[config.mk]
export PLATFORM = sky130hd
export DESIGN_NAME = burst_wr_gen
export DESIGN_NICKNAME = d
export VERILOG_FILES = /design/src/rtl/burst_gen_pkg.sv /design/src/rtl/burst_wr_gen_sat_counter.sv /design/src/rtl/burst_wr_gen.sv
export SDC_FILE = /design/constraint.sdc
export NUM_CORES = 1
export LEC_CHECK = 0
export CAP_MARGIN = 10
export CORE_AREA = 3 3 98 100
export CTS_CLUSTER_SIZE = 12
export DETAILED_ROUTE_END_ITERATION = 10
export DIE_AREA = 0 0 101 103
export GPL_TIMING_DRIVEN = 0
export PLACE_DENSITY = 0.78
export SLEW_MARGIN = 20
export SYNTH_ARGS = -nofsm -noshare
export SYNTH_HDL_FRONTEND = slang
export SYNTH_SLANG_ARGS = --single-unit
[constraint.sdc]
create_clock -name clk_i -period 5.2 [get_ports clk_i]
set_input_delay 1.04 -clock clk_i [delete_from_list [all_inputs] [get_ports clk_i]]
set_output_delay 1.04 -clock clk_i [all_outputs]
set_load 0.05 [all_outputs]
[src/rtl/burst_gen_pkg.sv]
// Shared definitions for the burst write-traffic generator:
// FSM state encoding and default field widths.
package burst_gen_pkg;

    localparam int unsigned BURST_LEN_W_DEF  = 8;
    localparam int unsigned IDLE_LEN_W_DEF   = 8;
    localparam int unsigned NUM_BURSTS_W_DEF = 8;
    localparam int unsigned CNT_W_DEF        = 16;

    typedef enum logic [1:0] {
        ST_IDLE  = 2'd0,
        ST_BURST = 2'd1,
        ST_GAP   = 2'd2,
        ST_DONE  = 2'd3
    } state_t;

endpackage

[src/rtl/burst_wr_gen_sat_counter.sv]
// Saturating up-counter with synchronous clear; holds at all-ones.
module sat_counter #(
    parameter int unsigned W = 16
) (
    input  logic         i_clk,
    input  logic         i_rst,
    input  logic         i_clr,
    input  logic         i_inc,
    output logic [W-1:0] o_cnt
);

    localparam logic [W-1:0] ONE = W'(1);

    logic [W-1:0] r_cnt;

    // Clear has priority; increment stops once every bit is set.
    always_ff @(posedge i_clk or posedge i_rst) begin
        if (i_rst) begin
            r_cnt <= '0;
        end else if (i_clr) begin
            r_cnt <= '0;
        end else if (i_inc && (r_cnt != '1)) begin
            r_cnt <= r_cnt + ONE;
        end
    end

    assign o_cnt = r_cnt;

endmodule

[src/rtl/burst_wr_gen.sv]
// Burst write-traffic generator driving a FIFO write-enable.
// Optional macro BURST_WR_GEN_DROP_EN: ignore wr_rdy_i backpressure, so
// every BURST cycle writes and miss_cnt_o counts dropped writes.
module burst_wr_gen
    import burst_gen_pkg::*;
#(
    parameter int unsigned BURST_LEN_W  = BURST_LEN_W_DEF,
    parameter int unsigned IDLE_LEN_W   = IDLE_LEN_W_DEF,
    parameter int unsigned NUM_BURSTS_W = NUM_BURSTS_W_DEF,
    parameter int unsigned CNT_W        = CNT_W_DEF
) (
    input  logic                    clk_i,
    input  logic                    rst_i,
    input  logic                    start_i,
    input  logic [BURST_LEN_W-1:0]  burst_len_i,
    input  logic [IDLE_LEN_W-1:0]   idle_len_i,
    input  logic [NUM_BURSTS_W-1:0] num_bursts_i,
    input  logic                    wr_rdy_i,
    output logic                    we_o,
    output logic                    busy_o,
    output logic                    done_o,
    output logic [CNT_W-1:0]        wr_cnt_o,
    output logic [CNT_W-1:0]        miss_cnt_o
);

    localparam logic [BURST_LEN_W-1:0]  BL_ONE = BURST_LEN_W'(1);
    localparam logic [IDLE_LEN_W-1:0]   IL_ONE = IDLE_LEN_W'(1);
    localparam logic [NUM_BURSTS_W-1:0] NB_ONE = NUM_BURSTS_W'(1);

    state_t                  r_state;
    state_t                  w_state_nxt;
    logic [BURST_LEN_W-1:0]  r_burst_len;
    logic [IDLE_LEN_W-1:0]   r_idle_len;
    logic [NUM_BURSTS_W-1:0] r_num_bursts;
    logic [BURST_LEN_W-1:0]  r_beat_cnt;
    logic [IDLE_LEN_W-1:0]   r_gap_cnt;
    logic [NUM_BURSTS_W-1:0] r_burst_cnt;

    logic w_start;
    logic w_in_burst;
    logic w_len_nz;
    logic w_we;
    logic w_burst_end;
    logic w_last_burst;
    logic w_gap_end;

    assign w_start    = (r_state == ST_IDLE) && start_i;
    assign w_in_burst = (r_state == ST_BURST);
    assign w_len_nz   = (r_burst_len != '0);

    // A zero-length burst spends one BURST cycle with the write enable low.
`ifdef BURST_WR_GEN_DROP_EN
    assign w_we = w_in_burst && w_len_nz;
`else
    assign w_we = w_in_burst && w_len_nz && wr_rdy_i;
`endif

    // Every asserted write enable is a completed beat in both modes.
    assign w_burst_end  = w_in_burst &&
                          (!w_len_nz || (w_we && (r_beat_cnt == r_burst_len - BL_ONE)));
    assign w_last_burst = (r_burst_cnt == r_num_bursts - NB_ONE);
    assign w_gap_end    = (r_state == ST_GAP) && (r_gap_cnt == r_idle_len - IL_ONE);

    assign we_o   = w_we;
    assign busy_o = (r_state == ST_BURST) || (r_state == ST_GAP);
    assign done_o = (r_state == ST_DONE);

    // State register.
    always_ff @(posedge clk_i or posedge rst_i) begin
        if (rst_i) begin
            r_state <= ST_IDLE;
        end else begin
            r_state <= w_state_nxt;
        end
    end

    // Next-state logic.
    always_comb begin
        w_state_nxt = r_state;
        case (r_state)
            ST_IDLE: begin
                if (start_i) begin
                    w_state_nxt = (num_bursts_i == '0) ? ST_DONE : ST_BURST;
                end
            end
            ST_BURST: begin
                if (w_burst_end) begin
                    if (w_last_burst) begin
                        w_state_nxt = ST_DONE;
                    end else if (r_idle_len == '0) begin
                        w_state_nxt = ST_BURST;
                    end else begin
                        w_state_nxt = ST_GAP;
                    end
                end
            end
            ST_GAP: begin
                if (w_gap_end) begin
                    w_state_nxt = ST_BURST;
                end
            end
            ST_DONE: begin
                w_state_nxt = ST_IDLE;
            end
            default: begin
                w_state_nxt = ST_IDLE;
            end
        endcase
    end

    // Run parameters latched at start plus beat/gap/burst progress counters.
    always_ff @(posedge clk_i or posedge rst_i) begin
        if (rst_i) begin
            r_burst_len  <= '0;
            r_idle_len   <= '0;
            r_num_bursts <= '0;
            r_beat_cnt   <= '0;
            r_gap_cnt    <= '0;
            r_burst_cnt  <= '0;
        end else if (w_start) begin
            r_burst_len  <= burst_len_i;
            r_idle_len   <= idle_len_i;
            r_num_bursts <= num_bursts_i;
            r_beat_cnt   <= '0;
            r_gap_cnt    <= '0;
            r_burst_cnt  <= '0;
        end else if (w_burst_end) begin
            r_beat_cnt  <= '0;
            r_gap_cnt   <= '0;
            r_burst_cnt <= r_burst_cnt + NB_ONE;
        end else if (w_we) begin
            r_beat_cnt <= r_beat_cnt + BL_ONE;
        end else if (r_state == ST_GAP) begin
            r_gap_cnt <= w_gap_end ? '0 : r_gap_cnt + IL_ONE;
        end
    end

    sat_counter #(.W(CNT_W)) u_wr_cnt (
        .i_clk (clk_i),
        .i_rst (rst_i),
        .i_clr (w_start),
        .i_inc (w_we && wr_rdy_i),
        .o_cnt (wr_cnt_o)
    );

    sat_counter #(.W(CNT_W)) u_miss_cnt (
        .i_clk (clk_i),
        .i_rst (rst_i),
        .i_clr (w_start),
        .i_inc (w_in_burst && w_len_nz && !wr_rdy_i),
        .o_cnt (miss_cnt_o)
    );

endmodule

==> metrics.md, run 1 <==
| Metric | Value |
|---|---|
| Status | finished clean |
| Post-synthesis area per instance | 8.84 µm² |
| #FFs+latches synth | 82 |
| CP top delay family | buffers and inverters |
| Post-Route WL | 11.5 mm |
| Max_cap viols | 0 |
| Post-Place Cells | 715 |
| Share of the synthesized area in the top cell type | 0.427 |
| Final setup vio count | 0 |
| Min Tclk post-route | 3970 ps |
| Clk_skew | 11.3 ps |
| Initial Util | 0.549 |
| Slowest cell on crit path | clkdlybuf4s50_1 |
| Part of the power in registers | 0.523 |
| Vias/cell | 5.69 |
| Worst-path cell chain | buf_6, or4_4, o311ai_4, inv_2, clkdlybuf4s50_1 |
| PwrDens | approximately 210 nW/µm² |
| Fin Hold WS | around 530 ps |
| Critical path depth in cells | 5 |
| Clk pin slew, worst setup/hold paths | 90 ps |
| # clock sinks | 82 |
| TritonCTS Buffers | 9 |
| Post-synthesis cell type count | 59 |
| Nets | approximately 660 |
| Max-slew headroom | 0.527 |
| Post-route cell area | 5820 µm² |
| Post-synth EDFFs | 0 |
| Comb power frac | 0.031 |
| Critical path class | reg2out |
| Gpl congestion | about 0.85 |
| Dominant cell type by area after synthesis | dfrtp_1 |
| RSZ-0062 raised after global routing | false |
| Routed len/inst | approximately 16 µm |
| CTS resizes | 0 |
| Total gr overflow | 0 |
| CTS tree | built |
| Hold-fix buffers at CTS | 0 |
| Commonest non-fill, non-tap cell in the layout | nand2_1 |
| Layout Utilization | 0.665 |
| Max Clock Freq | approximately 0.25 GHz |
| Clock Power Share | 0.446 |
| Final ANT Viol Nets | 0 |
| Internal | 956 µW |
| TritonRoute pass-1 iters | 4 |
| Worst path bufs/invs | 3 |
| CP peak stage delay | 730 ps |
| Ranking of synthesized cells by area | dfrtp_1 (43%), nand2_1 (7.7%), xor2_1 (6.7%), xnor2_1 (4.7%), nor2_1 (4.2%) |
| Synth Warn # | 0 |
| Final hold vios | 0 |
| Switching Share | 0.215 |
| PortBufs | 62 |
| Antenna Cells | 0 |
| Post-Synthesis Cell Area | just under 5000 µm² |
| Asr flop ratio synth | 1.00 |
| CTS root buf | clkbuf_8 |
| Highest-count cells in the layout ignoring fill and taps | nand2_1 (99), dfrtp_1 (82), clkdlybuf4s50_1 (62) |
| Critical Path RT | 4160 ps |
| Multi-input gate area | 2580 µm² |
| Drt initial violations | 151 |
| Clk_lat worst skew | roughly 360 ps |
| Element type at the critical path start | register |
| CTS H-tree depth | 3 |
| Area growth, synth to finish | 21.1% |
| Tot GR Track Use | 0.237 |
| Detailed placement HPWL | 8.48 mm |
| Pre-CTS WS | 1330 ps |
| Predominant post-synthesis flop cell | dfrtp_1 |
| Cell depth of the worst hold path | 2 |
| Largest net degree at the start of global routing | 46 |
| Final Cycle Share | 0.763 |
| Arrival time worst endpoint | between 2000 and 3000 ps |
| Worst Path Max Fanout | 9 |
| Buffers from clock root to sink, at most | 2 |
| Core ar. | 8760 µm² |
| CP Capture Type | output port |
| Die Ht | 103 µm |
| Die Area | around 10000 µm² |
| FP Rows | 34 |
| Placed Area | between 5000 and 6000 µm² |
| Initial antenna violation count | 0 |
| Share of cells above drive strength 1 | 0.0642 |
| Max Slew Vio Count | 0 |
| Hold WC Path Type | reg2reg |
| Total Power | approximately 1.2 mW |
| IO Pins | 63 |
| Synth Instances | 544 |
| Non-Filler Instances | 731 |
| Post-synth net total | between 500 and 600 |
| Register area | a little over 2000 µm² |
| Worst-Margin Slew | between 700 and 800 ps |
| Drc violations | 0 |
| Worst vdd rail ir drop | between 150 and 200 µV |
| Final WS setup | 1230 ps |
| Fillcell total | 704 |
| Total negative slack | 0 ps |
| Die W | 101 µm |
| Worst r2r path cells | 11 |
| Psw | 262 µW |
| Routed via count | 4160 |
| Post-CTS Repair Setup Buffers | 0 |
| Vias in the first global route | ~4200 |
| Pleak | 2.60 nW |
| Seq/Total Area, Yosys | 0.427 |
| First-pass GRT wire length | 19.7 mm |
==> synth_stat cells (7+ instances only) <==
master / n
nand4_1: 21
xor2_1: 37
nor3_1: 12
or3_1: 9
nand2_1: 99
a21oi_1: 24
xnor2_1: 26
nand3_1: 19
ha_1: 15
clkbuf_1: 15
nor2_1: 54
inv_1: 15
o21ai_0: 22
dfrtp_1: 82
and3_1: 7
a31oi_1: 8
==> power by group through the flow <==
| stage | Clock [mW] | Sequential [mW] | Combinational [mW] |
|---|---|---|---|
| global route | 0.579 | 0.637 | 0.0417 |
| floorplan | 0 | 0.650 | 0.00998 |
| finish | 0.543 | 0.637 | 0.0378 |
| global placement | 0 | 0.650 | 0.0359 |
| detailed placement | 0 | 0.650 | 0.0386 |
| CTS | 0.552 | 0.637 | 0.0390 |
==> kinds of logic (layout without fill, tap and decap cells) <==
logic type / Yosys count / count (layout) / synth area share
compound gates: 74 / 74 / 0.104
xor+xnor: 63 / 63 / 0.115
fa+ha+maj: 15 / 15 / 0.0390
buf+inv: 40 / 119 / 0.0362
flops: 82 / 82 / 0.427
mux: 3 / 3 / 0.00650
simple gates: 267 / 267 / 0.273
==> worst min-delay path, delay by kind of cell (launching register included) <==
family	cells	cell delay [ps]
simple gates	2	120
flops	1	380
==> flip-flops by register name (all words and copies together), names as in the netlist, 8 cells and up <==
signal	flops
r_beat_cnt	8
r_burst_cnt	8
u_wr_cnt.o_cnt	16
r_idle_len	8
r_burst_len	8
r_gap_cnt	8
u_miss_cnt.o_cnt	16
r_num_bursts	8
==> layout make-up <==
type / instances / area share
Sequential cell: 82 / 0.352
Multi-Input combinational cell: 422 / 0.444
Timing Repair Buffer: 63 / 0.110
Tap cell: 108 / 0.0232
Clock inverter: 5 / 0.0146
Inverter: 16 / 0.0107
Clock buffer: 11 / 0.0260
Buffer: 24 / 0.0195
==> metal layers <==
metal / GRT usage / vias to the layer above / wire (µm)
met4: 0.0777 / 0 / 136
met2: 0.396 / 103 / 5610
li1: - / 2027 / -
met1: 0.304 / 2015 / 5050
met5: 0 / - / 0
met3: 0.0575 / 15 / 709
==> worst paths after layout <==
kind | start | endpoint | slack, ps
setup / recovery | r_burst_len[2] | we_o | 1230
hold / removal | r_num_bursts[7] | r_num_bursts[7] | 530
setup reg to reg | r_state[1] | r_gap_cnt[7] | 2230
hold reg to reg | r_num_bursts[7] | r_num_bursts[7] | 530
max in group asynchronous | rst_i | r_burst_cnt[1] | 3490
min in group asynchronous | rst_i | u_wr_cnt.o_cnt[1] | 1100
Power figures use the tool's default switching activity.
==> inputs of run 2 (changes only) <==
--- a/config.mk
+++ b/config.mk
@@ -6,12 +6,12 @@
 export NUM_CORES = 1
 export LEC_CHECK = 0
 export CAP_MARGIN = 10
-export CORE_AREA = 3 3 98 100
+export CORE_AREA = 3 3 103 105
 export CTS_CLUSTER_SIZE = 12
 export DETAILED_ROUTE_END_ITERATION = 10
-export DIE_AREA = 0 0 101 103
+export DIE_AREA = 0 0 106 108
 export GPL_TIMING_DRIVEN = 0
-export PLACE_DENSITY = 0.78
+export PLACE_DENSITY = 0.74
 export SLEW_MARGIN = 20
 export SYNTH_ARGS = -nofsm -noshare
 export SYNTH_HDL_FRONTEND = slang
==> constraint.sdc (replaced) <==
create_clock -name clk_i -period 3.4 [get_ports clk_i]
set_input_delay 0.68 -clock clk_i [delete_from_list [all_inputs] [get_ports clk_i]]
set_output_delay 0.68 -clock clk_i [all_outputs]
set_load 0.05 [all_outputs]
==> metrics.md, run 2 (synthesis gave the netlist of run 1 again) <==
| Metric | Value |
|---|---|
| TritonCTS Buffers | 9 (unchanged) |
| Routed via count | 4138 (-0.53%) |
| # clock sinks | 82 (unchanged) |
| Initial Util | 0.494 (-0.0545) |
| Min Tclk post-route | 3260 ps |
| Vias/cell | 5.47 (-3.8%) |
| Post-route cell area | 5820 µm² (unchanged) |
| Critical path class | reg2out |
| Clk_skew | 13.0 ps (+1.73 ps) |
| Tot GR Track Use | 0.212 (-0.0252) |
| CTS H-tree depth | 3 (unchanged) |
| Share of cells above drive strength 1 | 0.0658 (+0.00161) |
| CTS resizes | 0 (unchanged) |
| First-pass GRT wire length | 19.7 mm (-0.38%) |
| Post-Route WL | 11.3 mm (-2.2%) |
| Hold WC Path Type | reg2reg |
| Clk pin slew, worst setup/hold paths | 80 ps (about the same) |
| Drc violations | 0 (unchanged) |
| Area growth, synth to finish | 21.1% (unchanged) |
| Total Power | 1.73 mW (+42%) |
| Status | finished clean |
| Max_cap viols | 0 (unchanged) |
| Non-Filler Instances | 756 (+3.4%) |
| Buffers from clock root to sink, at most | 2 (unchanged) |
| FP Rows | 36 (+5.9%) |
| Total negative slack | 0 ps (unchanged) |
| Highest-count cells in the layout ignoring fill and taps | nand2_1 (99), dfrtp_1 (82), clkdlybuf4s50_1 (62) |
| Antenna Cells | 0 (unchanged) |
| Die Ht | 108 µm (+4.9%) |
| TritonRoute pass-1 iters | 4 (unchanged) |
| Pleak | 2.59 nW (-0.48%) |
| Arrival time worst endpoint | 2580 ps (-350 ps) |
| Routed len/inst | 14.9 µm (-5.4%) |
| Clk_lat worst skew | 360 ps (about the same) |
| Max Clock Freq | 0.306 GHz |
| Drt initial violations | 208 (+38%) |
| Vias in the first global route | 4148 (-1.4%) |
| Final ANT Viol Nets | 0 (unchanged) |
| Die W | 106 µm (+5.0%) |
| Final setup vio count | 0 (unchanged) |
| RSZ-0062 raised after global routing | false |
| Layout Utilization | 0.599 (-0.0660) |
| Max Slew Vio Count | 0 (unchanged) |
| Die Area | 11400 µm² (+10%) |
| Largest net degree at the start of global routing | 48 (+4.3%) |
| Core ar. | 9730 µm² (+11%) |
| Commonest non-fill, non-tap cell in the layout | nand2_1 |
| Placed Area | 5630 µm² (+0.69%) |
| Max-slew headroom | 0.534 (+0.00687) |
| Post-Place Cells | 740 (+3.5%) |
| Worst Path Max Fanout | 7 (-2) |
| Detailed placement HPWL | 8.26 mm (-2.6%) |
| Comb power frac | 0.034 (+0.003) |
| Psw | 406 µW (+55%) |
| PortBufs | 62 (unchanged) |
| PwrDens | 297 nW/µm² (+42%) |
| Clock Power Share | 0.402 (-0.044) |
| Worst-Margin Slew | 693 ps (-10.2 ps) |
| CTS root buf | clkbuf_8 |
| Gpl congestion | 0.858 (+1.5%) |
| IO Pins | 63 (unchanged) |
| Initial antenna violation count | 0 (unchanged) |
| Hold-fix buffers at CTS | 0 (unchanged) |
| Element type at the critical path start | register |
| Internal | 1.32 mW (+38%) |
| Part of the power in registers | 0.564 (+0.041) |
| Worst vdd rail ir drop | 177 µV (+6.1%) |
| Total gr overflow | 0 (unchanged) |
| Final hold vios | 0 (unchanged) |
| CP Capture Type | output port |
| CTS tree | built |
| Switching Share | 0.235 (+0.0202) |
| Critical Path RT | 2720 ps (-1440 ps) |
| Final Cycle Share | 0.960 |
| Nets | 661 (unchanged) |
-- run 2: cell count changes in the layout (fill, tap and decap cells not counted), sizes merged --
cell,before,now
buf,9,10
bufinv,2,0
clkbuf,27,26
clkinv,1,0
inv,17,20
-- run 2: routing by layer --
metal / vias to the layer above / wire (µm) / GRT usage / share of wire
met5: - / 0 / 0 / 0
met3: 12 / 730 / 0.0573 / 0.065
li1: 2031 / - / - / -
met2: 107 / 5330 / 0.360 / 0.47
met1: 1988 / 5010 / 0.267 / 0.44
met4: 0 / 179 / 0.0583 / 0.016
-- run 2: per-stage QoR --
step / setup WS, ps / hold WS (ps)
6_report: 135 / 527
3_5_place_dp: 197 / 503
2_1_floorplan: 612 / 466
3_3_place_gp: -705 / 502
5_1_grt: 46.2 / 578
4_1_cts: 35.3 / 533
-- run 2: timing repair --
| item | 4_1_cts | 5_1_grt |
|---|---|---|
| endpoints found under the setup margin | 1 | 1 |
| cloned | 0 | 0 |
| setup buffers | 1 | 0 |
| pin swaps | 1 | 0 |
-- run 2: final timing paths --
path	slack, ps	startpoint	cells after the start	endpoint
hold reg to reg	530	r_num_bursts[7]	2	r_num_bursts[7]
setup / recovery	140	r_burst_len[3]	5	we_o
hold / removal	530	r_num_bursts[7]	2	r_num_bursts[7]
setup reg to reg	600	r_state[1]	10	r_gap_cnt[7]
max in group asynchronous	2120	rst_i	3	r_gap_cnt[7]
min in group asynchronous	690	rst_i	2	u_wr_cnt.o_cnt[2]
-- run 2: power by group through the flow --
stage	clock (mW)	sequential [mW]	combinational, mW
finish	0.695	0.974	0.0583
global route	0.759	0.974	0.0653
CTS	0.711	0.974	0.0603
detailed placement	0	0.994	0.0599
global placement	0	0.994	0.0551
floorplan	0	0.994	0.0153
-- run 2: area by class of cell --
cell class	count	area [µm²]
Tap cell	133	166
Timing Repair Buffer	64	656
Sequential cell	82	2050
Multi-Input combinational cell	422	2580
Fill cell	876	3910
Clock buffer	11	151
Inverter	16	62.6
Buffer	23	110
Clock inverter	5	42.5
-- run 2: worst max-delay path, stage by stage, from the launching register on --
cell             delay, ps
dfrtp_1                360
clkbuf_2               160
or4_4                  580
o311ai_4               300
inv_2                  110
clkdlybuf4s50_1        720
==> inputs of run 3 (changes only) <==
--- a/config.mk
+++ b/config.mk
@@ -12,6 +12,7 @@
 export DIE_AREA = 0 0 106 108
 export GPL_TIMING_DRIVEN = 0
 export PLACE_DENSITY = 0.74
+export SKIP_CTS_REPAIR_TIMING = 1
 export SLEW_MARGIN = 20
 export SYNTH_ARGS = -nofsm -noshare
 export SYNTH_HDL_FRONTEND = slang
==> metrics.md, run 3 (synthesis gave the netlist of run 1 again) <==
| Metric | Value |
|---|---|
| Final ANT Viol Nets | 0 (unchanged) |
| First-pass GRT wire length | 19.6 mm (-0.21%) |
| CTS H-tree depth | 3 (unchanged) |
| Vias in the first global route | 4136 (-0.29%) |
| Element type at the critical path start | register |
| Vias/cell | 5.48 (about the same) |
| PortBufs | 62 (unchanged) |
| Arrival time worst endpoint | 2280 ps (-300 ps) |
| Pleak | 2.62 nW (+1.0%) |
| Reg2reg start | r_state[1] |
| Clk pin slew, worst setup/hold paths | 80 ps (about the same) |
| Detailed placement HPWL | 8.26 mm (unchanged) |
| Drc violations | 0 (unchanged) |
| TritonCTS Buffers | 9 (unchanged) |
| Highest-count cells in the layout ignoring fill and taps | nand2_1 (99), dfrtp_1 (82), clkdlybuf4s50_1 (61) |
| Max Clock Freq | 0.338 GHz (+10%) |
| Buffers from clock root to sink, at most | 2 (unchanged) |
| PwrDens | 296 nW/µm² (about the same) |
| Post-Route WL | 11.3 mm (+0.44%) |
| Antenna Cells | 0 (unchanged) |
| Gpl congestion | 0.858 (unchanged) |
| Final setup vio count | 0 (unchanged) |
| Routed len/inst | 14.9 µm (+0.17%) |
| Die Area | 11400 µm² (unchanged) |
| Worst vdd rail ir drop | 177 µV (+0.24%) |
| Routed via count | 4153 (+0.36%) |
| Share of cells above drive strength 1 | 0.0688 (+0.00299) |
| Commonest non-fill, non-tap cell in the layout | nand2_1 |
| Fillcell total | 875 (-0.11%) |
| Non-Filler Instances | 758 (+0.26%) |
| Hold_sp | r_num_bursts[7] |
| Initial antenna violation count | 0 (unchanged) |
| Hold WC Path Type | reg2reg |
| Max_cap viols | 0 (unchanged) |
| CP Capture Type | output port |
| Post-Place Cells | 740 (unchanged) |
| FP Rows | 36 (unchanged) |
| Clk_lat worst skew | 370 ps (about the same) |
| CTS root buf | clkbuf_8 |
| # clock sinks | 82 (unchanged) |
| Worst-Margin Slew | 700 ps (+7.42 ps) |
| TritonRoute pass-1 iters | 4 (unchanged) |
| Area growth, synth to finish | 21.5% |
| Die W | 106 µm (unchanged) |
| Total gr overflow | 0 (unchanged) |
| Core ar. | 9730 µm² (unchanged) |
| CTS tree | built |
| Critical Path RT | 2720 ps (about the same) |
| Largest net degree at the start of global routing | 48 (unchanged) |
| RSZ-0062 raised after global routing | false |
| Drt initial violations | 195 (-6.3%) |
| Max Slew Vio Count | 0 (unchanged) |
| Clk_skew | 13.2 ps (+0.155 ps) |
| Max-slew headroom | 0.529 (-0.00499) |
| Final WS setup | 442 ps (+306 ps) |
| Status | finished clean |
| Nets | 663 (+0.30%) |
| Pre-CTS WS | 197 ps (unchanged) |
| Initial Util | 0.494 (unchanged) |
| Tot GR Track Use | 0.211 (-0.000514) |
| Final Cycle Share | 0.870 (-0.0900) |
| Origin of the worst setup path | r_burst_len[3] |
| IO Pins | 63 (unchanged) |
| Die Ht | 108 µm (unchanged) |
| Critical path class | reg2out |
| Min Tclk post-route | 2960 ps (-306 ps) |
| Final hold vios | 0 (unchanged) |
| Worst reg-to-reg setup slack | 610 ps (about the same) |
| Worst Path Max Fanout | 7 (unchanged) |
==> run 3: cell count changes in the layout (fill, tap and decap cells not counted) <==
cell	previous run	this run
buf_4	2	4
clkdlybuf4s50_1	62	61
dlymetal6s2s_1	0	1
==> run 3: through the flow <==
| step | setup TNS (ps) | util | hold WS, ps | area, µm² | total power [mW] |
|---|---|---|---|---|---|
| after floorplan | 0 | - | 466 | 4810 | 1.01 |
| after global placement | -57340 | 0.575 | 502 | 5600 | 1.05 |
| after detailed placement | 0 | 0.578 | 503 | 5630 | 1.05 |
| after CTS | -212 | 0.598 | 533 | 5820 | 1.75 |
| after global routing | 0 | 0.600 | 578 | 5840 | 1.80 |
| final | 0 | 0.600 | 527 | 5840 | 1.73 |
==> run 3: power breakdown <==
part	internal (mW)	total, mW	switching, mW
clock	0.316	0.699	0.383
sequential	0.974	0.974	0
combinational	0.0313	0.0582	0.0269
==> run 3: critical path, stage by stage, from the launching register on <==
cell            delay (ps)
dfrtp_1                360
clkbuf_2               160
or4_4                  580
o311ai_4               370
inv_2                  120
dlymetal6s2s_1         330
==> run 3: final timing paths <==
kind                                           to  cells past startpoint
worst min register to register    r_num_bursts[7]                      2
min in group asynchronous       u_wr_cnt.o_cnt[2]                      2
worst max register to register       r_gap_cnt[7]                     10
max in group asynchronous            r_gap_cnt[7]                      3
worst max-delay path                         we_o                      5
worst min-delay path              r_num_bursts[7]                      2
==> run 3: routing by layer <==
| metal | up-vias | track usage | wire (µm) |
|---|---|---|---|
| met5 | - | 0 | 0 |
| met4 | 0 | 0.0583 | 190 |
| met3 | 14 | 0.0573 | 710 |
| met2 | 105 | 0.358 | 5380 |
| met1 | 1999 | 0.267 | 5020 |
| li1 | 2035 | - | - |
==> run 3: layout make-up <==
type	instances	area (µm²)	area share
Sequential cell	82	2050	0.351
Clock inverter	5	42.5	0.00728
Inverter	16	62.6	0.0107
Tap cell	133	166	0.0285
Timing Repair Buffer	66	673	0.115
Multi-Input combinational cell	422	2580	0.442
Buffer	23	110	0.0188
Clock buffer	11	151	0.0259
